===== src/rtl/ss_ctrl_hub.sv =====
// Subsystem control hub: OBI-mapped control words, interrupt enable/pending
// state and timed per-subsystem resets for NUM_SS student subsystems.
module ss_ctrl_hub #(
    parameter int NUM_SS    = 5,
    parameter int SS_CTRL_W = 8,
    parameter int OBI_AW    = 32,
    parameter int OBI_DW    = 32,
    parameter int RST_HOLD  = 16
) (
    input  logic                          clk_i,
    input  logic                          rst_ni,
    input  logic                          obi_req_i,
    output logic                          obi_gnt_o,
    input  logic [OBI_AW-1:0]             obi_addr_i,
    input  logic                          obi_we_i,
    input  logic [3:0]                    obi_be_i,
    input  logic [OBI_DW-1:0]             obi_wdata_i,
    output logic                          obi_rvalid_o,
    input  logic                          obi_rready_i,
    output logic [OBI_DW-1:0]             obi_rdata_o,
    output logic                          obi_err_o,
    input  logic [NUM_SS-1:0]             ss_irq_i,
    output logic [NUM_SS*SS_CTRL_W-1:0]   ss_ctrl_o,
    output logic [NUM_SS-1:0]             irq_en_o,
    output logic [NUM_SS-1:0]             reset_ss_no,
    output logic                          irq_o
);

    localparam logic [5:0] IDX_IRQ_EN   = 6'd16;
    localparam logic [5:0] IDX_IRQ_PEND = 6'd17;
    localparam logic [5:0] IDX_RST_REQ  = 6'd18;
    localparam logic [7:0] HOLD         = 8'(RST_HOLD);

    logic [SS_CTRL_W-1:0] ss_ctrl [NUM_SS];
    logic [7:0]           cnt     [NUM_SS];
    logic [NUM_SS-1:0]    irq_en;
    logic [NUM_SS-1:0]    irq_pend;
    logic [NUM_SS-1:0]    irq_q;
    logic [NUM_SS-1:0]    busy;
    logic [NUM_SS-1:0]    rst_set;
    logic [NUM_SS-1:0]    pend_clr;
    logic [NUM_SS-1:0]    irq_rise;
    logic [5:0]           idx;
    logic                 wr;
    logic                 idx_ok;
    logic [31:0]          be_mask;
    logic [31:0]          rd_val;
    logic                 unused_bits;

    // A new request is only accepted once any previous response has been taken.
    assign obi_gnt_o   = obi_req_i & ~(obi_rvalid_o & ~obi_rready_i);
    assign idx         = obi_addr_i[7:2];
    assign wr          = obi_gnt_o & obi_we_i;
    assign be_mask     = {{8{obi_be_i[3]}}, {8{obi_be_i[2]}}, {8{obi_be_i[1]}}, {8{obi_be_i[0]}}};
    assign unused_bits = ^{obi_addr_i, obi_wdata_i, be_mask};

    assign rst_set  = (wr && idx == IDX_RST_REQ)  ? (obi_wdata_i[NUM_SS-1:0] & be_mask[NUM_SS-1:0]) : '0;
    assign pend_clr = (wr && idx == IDX_IRQ_PEND) ? (obi_wdata_i[NUM_SS-1:0] & be_mask[NUM_SS-1:0]) : '0;
    assign irq_rise = ss_irq_i & ~irq_q & ~busy;
    assign irq_en_o = irq_en;

    always_comb begin
        busy      = '0;
        ss_ctrl_o = '0;
        for (int i = 0; i < NUM_SS; i++) begin
            busy[i] = (cnt[i] != 8'd0);
            ss_ctrl_o[i*SS_CTRL_W +: SS_CTRL_W] = ss_ctrl[i];
        end
    end

    always_comb begin
        rd_val = '0;
        idx_ok = (idx < 6'(NUM_SS)) || (idx == IDX_IRQ_EN) || (idx == IDX_IRQ_PEND) || (idx == IDX_RST_REQ);
        for (int i = 0; i < NUM_SS; i++) begin
            if (idx == 6'(i)) begin
                rd_val = 32'(ss_ctrl[i]);
            end
        end
        case (idx)
            IDX_IRQ_EN:   rd_val = 32'(irq_en);
            IDX_IRQ_PEND: rd_val = 32'(irq_pend);
            IDX_RST_REQ:  rd_val = 32'(busy);
            default:      ;
        endcase
    end

    // Response is captured on the grant edge and held until the manager takes it.
    always_ff @(posedge clk_i or negedge rst_ni) begin
        if (!rst_ni) begin
            obi_rvalid_o <= 1'b0;
            obi_rdata_o  <= '0;
            obi_err_o    <= 1'b0;
        end else if (obi_gnt_o) begin
            obi_rvalid_o <= 1'b1;
            obi_err_o    <= ~idx_ok;
            obi_rdata_o  <= obi_we_i ? '0 : rd_val;
        end else if (obi_rready_i) begin
            obi_rvalid_o <= 1'b0;
        end
    end

    always_ff @(posedge clk_i or negedge rst_ni) begin
        if (!rst_ni) begin
            for (int i = 0; i < NUM_SS; i++) begin
                ss_ctrl[i] <= '0;
            end
            irq_en   <= '0;
            irq_pend <= '0;
            irq_q    <= '0;
            irq_o    <= 1'b0;
        end else begin
            for (int i = 0; i < NUM_SS; i++) begin
                if (rst_set[i]) begin
                    ss_ctrl[i] <= '0;
                end else if (wr && idx == 6'(i)) begin
                    ss_ctrl[i] <= (ss_ctrl[i] & ~be_mask[SS_CTRL_W-1:0]) |
                                  (obi_wdata_i[SS_CTRL_W-1:0] & be_mask[SS_CTRL_W-1:0]);
                end
            end
            if (wr && idx == IDX_IRQ_EN) begin
                irq_en <= (irq_en & ~be_mask[NUM_SS-1:0]) | (obi_wdata_i[NUM_SS-1:0] & be_mask[NUM_SS-1:0]);
            end
            // Rising edge beats a same-cycle W1C; a subsystem in reset never holds a pending bit.
            irq_pend <= ((irq_pend & ~pend_clr) | irq_rise) & ~busy;
            irq_q    <= ss_irq_i;
            irq_o    <= |(irq_pend & irq_en);
        end
    end

    always_ff @(posedge clk_i or negedge rst_ni) begin
        if (!rst_ni) begin
            for (int i = 0; i < NUM_SS; i++) begin
                cnt[i] <= HOLD;
            end
            reset_ss_no <= '0;
        end else begin
            for (int i = 0; i < NUM_SS; i++) begin
                if (rst_set[i]) begin
                    cnt[i] <= HOLD;
                end else if (busy[i]) begin
                    cnt[i] <= cnt[i] - 8'd1;
                end
            end
            reset_ss_no <= ~busy;
        end
    end

endmodule


===== config.mk =====
export PLATFORM = sky130hd
export DESIGN_NAME = ss_ctrl_hub
export DESIGN_NICKNAME = d
export VERILOG_FILES = /design/src/rtl/ss_ctrl_hub.sv
export SDC_FILE = /design/constraint.sdc
export NUM_CORES = 1
export LEC_CHECK = 0
export BUFFER_PORTS_ARGS = -buffer_cell sky130_fd_sc_hd__buf_2
export CORE_MARGIN = 4
export CORE_UTILIZATION = 35
export DETAILED_ROUTE_END_ITERATION = 10
export GPL_TIMING_DRIVEN = 0
export PLACE_DENSITY_LB_ADDON = 0.2
export REMOVE_ABC_BUFFERS = 1
export SLEW_MARGIN = 20
export SYNTH_ARGS = -nofsm -noshare
export SYNTH_HDL_FRONTEND = slang
export SYNTH_SLANG_ARGS = --single-unit
export TNS_END_PERCENT = 10

===== constraint.sdc =====
create_clock -name clk_i -period 5.2 [get_ports clk_i]
set_clock_uncertainty 0.05 [all_clocks]
set_input_delay 0 -clock clk_i [delete_from_list [all_inputs] [get_ports clk_i]]
set_output_delay 0 -clock clk_i [all_outputs]
set_load 0.02 [all_outputs]

==> results.md <==
Run status:
- The flow ran to the end, and the final reports show no timing, DRC or antenna violations.

Power and ir drop:
- Per report_power, the sequential group accounts for 48.8% of the total.
- The switching fraction of total power is 32.0%.
- Power comes to approximately 2.4 mW.
- Summed over all cells, the static leakage comes to 3.00 nW.
- Summed over all nets, the switching power comes to 0.778 mW.
- Power spread over the standard cell area amounts to between 300 and 400 nW/um^2.
- The internal power is 1.65 mW.
- Across the VDD grid, the largest voltage drop is 217 uV.
- The part of the power in the clock network is between 20% and 30%.
- Combinational cells account for 23.0% of the total power.

Clock network:
- The clock-pin slew reported for the worst setup and hold paths after clock tree synthesis is 0.07 ns.
- TritonCTS built the clock tree.
- The number of clock buffers added by TritonCTS is 9.
- The number of buffers added to fix hold violations after cts is 16.
- The root buffer selected by CTS is sky130_fd_sc_hd__clkbuf_16.
- Once the clock tree was built, the setup fixing pass inserted 0 buffers.
- The number of clock sinks is 111.
- The clock reaches the later pin of the worst-skew pair after 0.36 ns.
- The number of buffers between clock root and the deepest sink is 2.
- The post-cts repair resize count is 0.
- The H-tree depth reported by CTS is 3.

Critical path:
- The element type at the critical path end is a flop.
- At the worst endpoint, the required time is 5.36 ns.
- The endpoint arrival time on the critical path is about 2.8 ns.
- For the worst flop-to-flop path, the logic depth is 5.
- STA classifies the critical path startpoint as a flop.
- In this run the worst path has a maximum fanout of 15.
- Walking the worst path, the cells encountered are nor2b_1 -> nor3_2 -> buf_4 -> and3_1 -> nor2_1.
- Counting both buffers and inverters, the worst setup path holds a total of 1.
- The critical path is of the reg -> reg type.
- The delay of the slowest critical-path stage is 0.76 ns.
- The critical path starts at obi_rvalid_o$_DFFE_PN0P_.
- The critical register-to-register path endpoint is cnt[34]$_DFFE_PN0P_.
- The cell class contributing the biggest share of worst-path delay is simple AND/OR/NAND/NOR gates.
- The slowest stage of the critical path belongs to the cell sky130_fd_sc_hd__nor3_2.
- The worst-case register-to-register setup slack is 2.51 ns.
- The worst register-to-register path begins at obi_rvalid_o$_DFFE_PN0P_.

Routing:
- The count of nets left with antenna violations once routing finished came out at 0.
- After detailed routing, the average wire length per cell comes to 18.4 um.
- The vias per cell is 5.36.
- Summing over every cut layer, the via total after detailed routing is 4729.
- After detailed routing, the number of remaining DRC violations is 0.
- The total routed wirelength is 16.2 mm.
- The length of the first detailed-routing pass in iterations is 4.
- After the first detailed-routing iteration, the DRC count stood at 291.

Finish:
- In the layout the commonest cells are 106 x sky130_fd_sc_hd__dfrtp_1, 85 x sky130_fd_sc_hd__buf_2, 51 x sky130_fd_sc_hd__a21oi_1, 51 x sky130_fd_sc_hd__nor2_1, 38 x sky130_fd_sc_hd__nand3_1.
- The synthesis-to-layout area growth is 15.9%.
- Cells with a size suffix above 1 make up 22.0% of the layout.
- The final antenna diode count is 0.
- The total number of nets in the final design is 750.
- For this run, the share of the core covered by cells in the final layout is 41.9%.
- The commonest non-fill, non-tap cell in the layout is sky130_fd_sc_hd__dfrtp_1.
- With fillers left out, the area of the finished cells amounts to between 6000 and 7000 um^2.

Floorplan:
- The total area inside the core boundary comes to 16100 um^2.
- The initialized floorplan defines 46 standard-cell rows.
- The initial cell density of the core is a little over a third.
- For this design the top-level I/O count stands at between 150 and 200.
- In this run the vertical extent of the chip is 137 um.
- The area of the die is 18800 um^2.
- The die is 137 um wide.

Synth:
- The synthesized design contains ~110 register bits.
- Yosys printed 0 warnings.
- The cell count after synthesis is 586.
- The post-synthesis area per instance is 9.96 um^2.
- The count of different cell masters after synthesis is 62.
- In this run the cell area of the synthesized design comes to 5830 um^2.
- Yosys mapped a number of flops with a built-in enable equal to 0.
- The most instantiated flip-flop cell in the synthesis netlist is sky130_fd_sc_hd__dfrtp_1.
- The proportion of synthesized chip area in sequential cells is 47.7%.
- In the synthesized netlist the async set-or-reset flop fraction comes to 100%.

Global routing:
- For this run, the total global-route usage over all layers was measured as 18.0%.
- The remaining global-route overflow is 0.
- Entering global routing, the biggest net connects 74 pins.
- The initial antenna violation count came to 0.
- The via count of the first global-routing pass is 4775.
- The first-pass GRT wire length is 26.2 mm.

STA:
- The total count of hold-check failures in the final report was 0.
- The final number of max-transition violations is 0.
- The clock period could shrink to 2.69 ns.
- The worst-case headroom to the max-slew limit is 35.5%.
- After routing, the total negative slack on setup checks comes to 0 ns.
- The measured slew at the worst slew-check pin is 0.960 ns.
- After layout, the worst setup slack is ~2.5 ns.
- Setup repair after global routing left no endpoint under its margin.
- The count of final setup violators is 0.
- The maximum operating frequency is 0.372 GHz.
- The fraction of the cycle the final worst path needs is 51.7%.

Worst hold path:
- The startpoint identified for the worst hold timing path is obi_addr_i[7].
- The path class of the tightest hold or removal check is in -> reg.
- The number of cells on the worst hold path is 4.
- The worst hold path endpoint is obi_err_o$_DFFE_PN0N_.

Placement:
- The placed instances occupy a cell area of 6320 um^2.
- The routability congestion estimate from global placement is ~0.83.
- The estimated wirelength of the detail-placed design is 11.5 mm.
- At the placement stage, the worst setup path has a slack of 2.56 ns.
- During placement, the flow inserted port buffers numbering 86.

Job:
- The max capacitance violation total is 0.
cells in the mapped netlist, types with 6 or more instances:
cell type	n	area, um^2
sky130_fd_sc_hd__nor4_1	6	37.5
sky130_fd_sc_hd__clkbuf_1	19	71.3
sky130_fd_sc_hd__o31ai_1	9	67.6
sky130_fd_sc_hd__a211oi_1	9	67.6
sky130_fd_sc_hd__mux2_2	10	113
sky130_fd_sc_hd__or2_2	6	37.5
sky130_fd_sc_hd__ha_1	10	125
sky130_fd_sc_hd__a21oi_1	51	255
sky130_fd_sc_hd__nor3_1	7	35.0
sky130_fd_sc_hd__dfrtp_1	106	2650
sky130_fd_sc_hd__mux4_2	8	180
sky130_fd_sc_hd__xnor2_1	19	166
sky130_fd_sc_hd__inv_1	21	78.8
sky130_fd_sc_hd__nand2_1	19	71.3
sky130_fd_sc_hd__o21ai_1	18	90.1
sky130_fd_sc_hd__nand2b_1	12	75.1
sky130_fd_sc_hd__o21ai_0	22	110
sky130_fd_sc_hd__buf_4	24	180
sky130_fd_sc_hd__and3_1	7	43.8
sky130_fd_sc_hd__buf_2	15	75.1
sky130_fd_sc_hd__xor2_1	9	78.8
sky130_fd_sc_hd__mux2i_1	7	70.1
sky130_fd_sc_hd__nand3_1	38	190
sky130_fd_sc_hd__or4_1	6	45.0
sky130_fd_sc_hd__nor2_1	51	191
area by class of cell:
type / instances / area (um^2)
Clock buffer: 12 / 236
Clock inverter: 4 / 47.5
Fill cell: 1602 / 9360
Sequential cell: 111 / 2780
Multi-Input combinational cell: 414 / 2700
Inverter: 21 / 78.8
Tap cell: 216 / 270
Timing Repair Buffer: 105 / 643
power groups by stage:
| stage | combinational (mW) | sequential, mW | clock, mW |
|---|---|---|---|
| 2_1_floorplan | 0.394 | 1.18 | 0 |
| 3_3_place_gp | 0.529 | 1.19 | 0 |
| 3_5_place_dp | 0.555 | 1.20 | 0 |
| 4_1_cts | 0.568 | 1.19 | 0.711 |
| 5_1_grt | 0.636 | 1.21 | 0.742 |
| 6_report | 0.559 | 1.19 | 0.685 |
sequential cells by signal, indices dropped and copies added, names as in the netlist, named ones only:
name / count
cnt: 40
ss_ctrl_o: 40
obi_rdata_o: 8
irq_pend: 5
irq_q: 5
reset_ss_no: 5
irq_o: 1
obi_err_o: 1
obi_rvalid_o: 1
worst reg2reg max path: cells and delay by family (launching register included):
kind / cells / cell delay [ns]
and+or+nand+nor: 4 / 1.78
buffers and inverters: 1 / 0.32
DFF: 1 / 0.39
worst max-delay path by stage:
| stage | cells after the start | to | slack [ns] |
|---|---|---|---|
| CTS | 5 | cnt[35]$_DFFE_PN0P_ | 2.56 |
| global route | 5 | cnt[33]$_DFFE_PN0P_ | 2.36 |
| detailed placement | 5 | cnt[39]$_DFFE_PN0P_ | 2.56 |
| floorplan | 4 | cnt[20]$_DFFE_PN1P_ | 2.46 |
| finish | 5 | cnt[34]$_DFFE_PN0P_ | 2.51 |
| global placement | 4 | cnt[33]$_DFFE_PN0P_ | 1.56 |
cells by family (layout without fill, tap and decap cells):
group           after synthesis  after routing  share of synthesized area (%)
mux                          25             25                           6.22
simple gates                183            183                           17.2
xor+xnor                     28             28                           4.20
other cells                   1             24                         0.0643
buf+inv                      84            142                           7.57
fa+ha+maj                    10             10                           2.14
compound gates              144            144                           14.9
flops                       111            111                           47.7
metrics by stage:
stage / hold WS, ns / cells
floorplan: -0.346 / 546
global placement: 0.0749 / 848
detailed placement: -0.113 / 851
CTS: 0.0129 / 883
global route: 0.0524 / 883
finish: 0.0213 / 883
routing by layer:
layer  up-vias  GRT usage [%]  share of wire (%)
li1       2191              -                  -
met3        19           4.56                5.9
met4         0           4.93                1.7
met5         -              0                  0
met1      2392           24.7                 45
met2       127           28.3                 47
No activity file was read; power rests on OpenSTA's default activity.
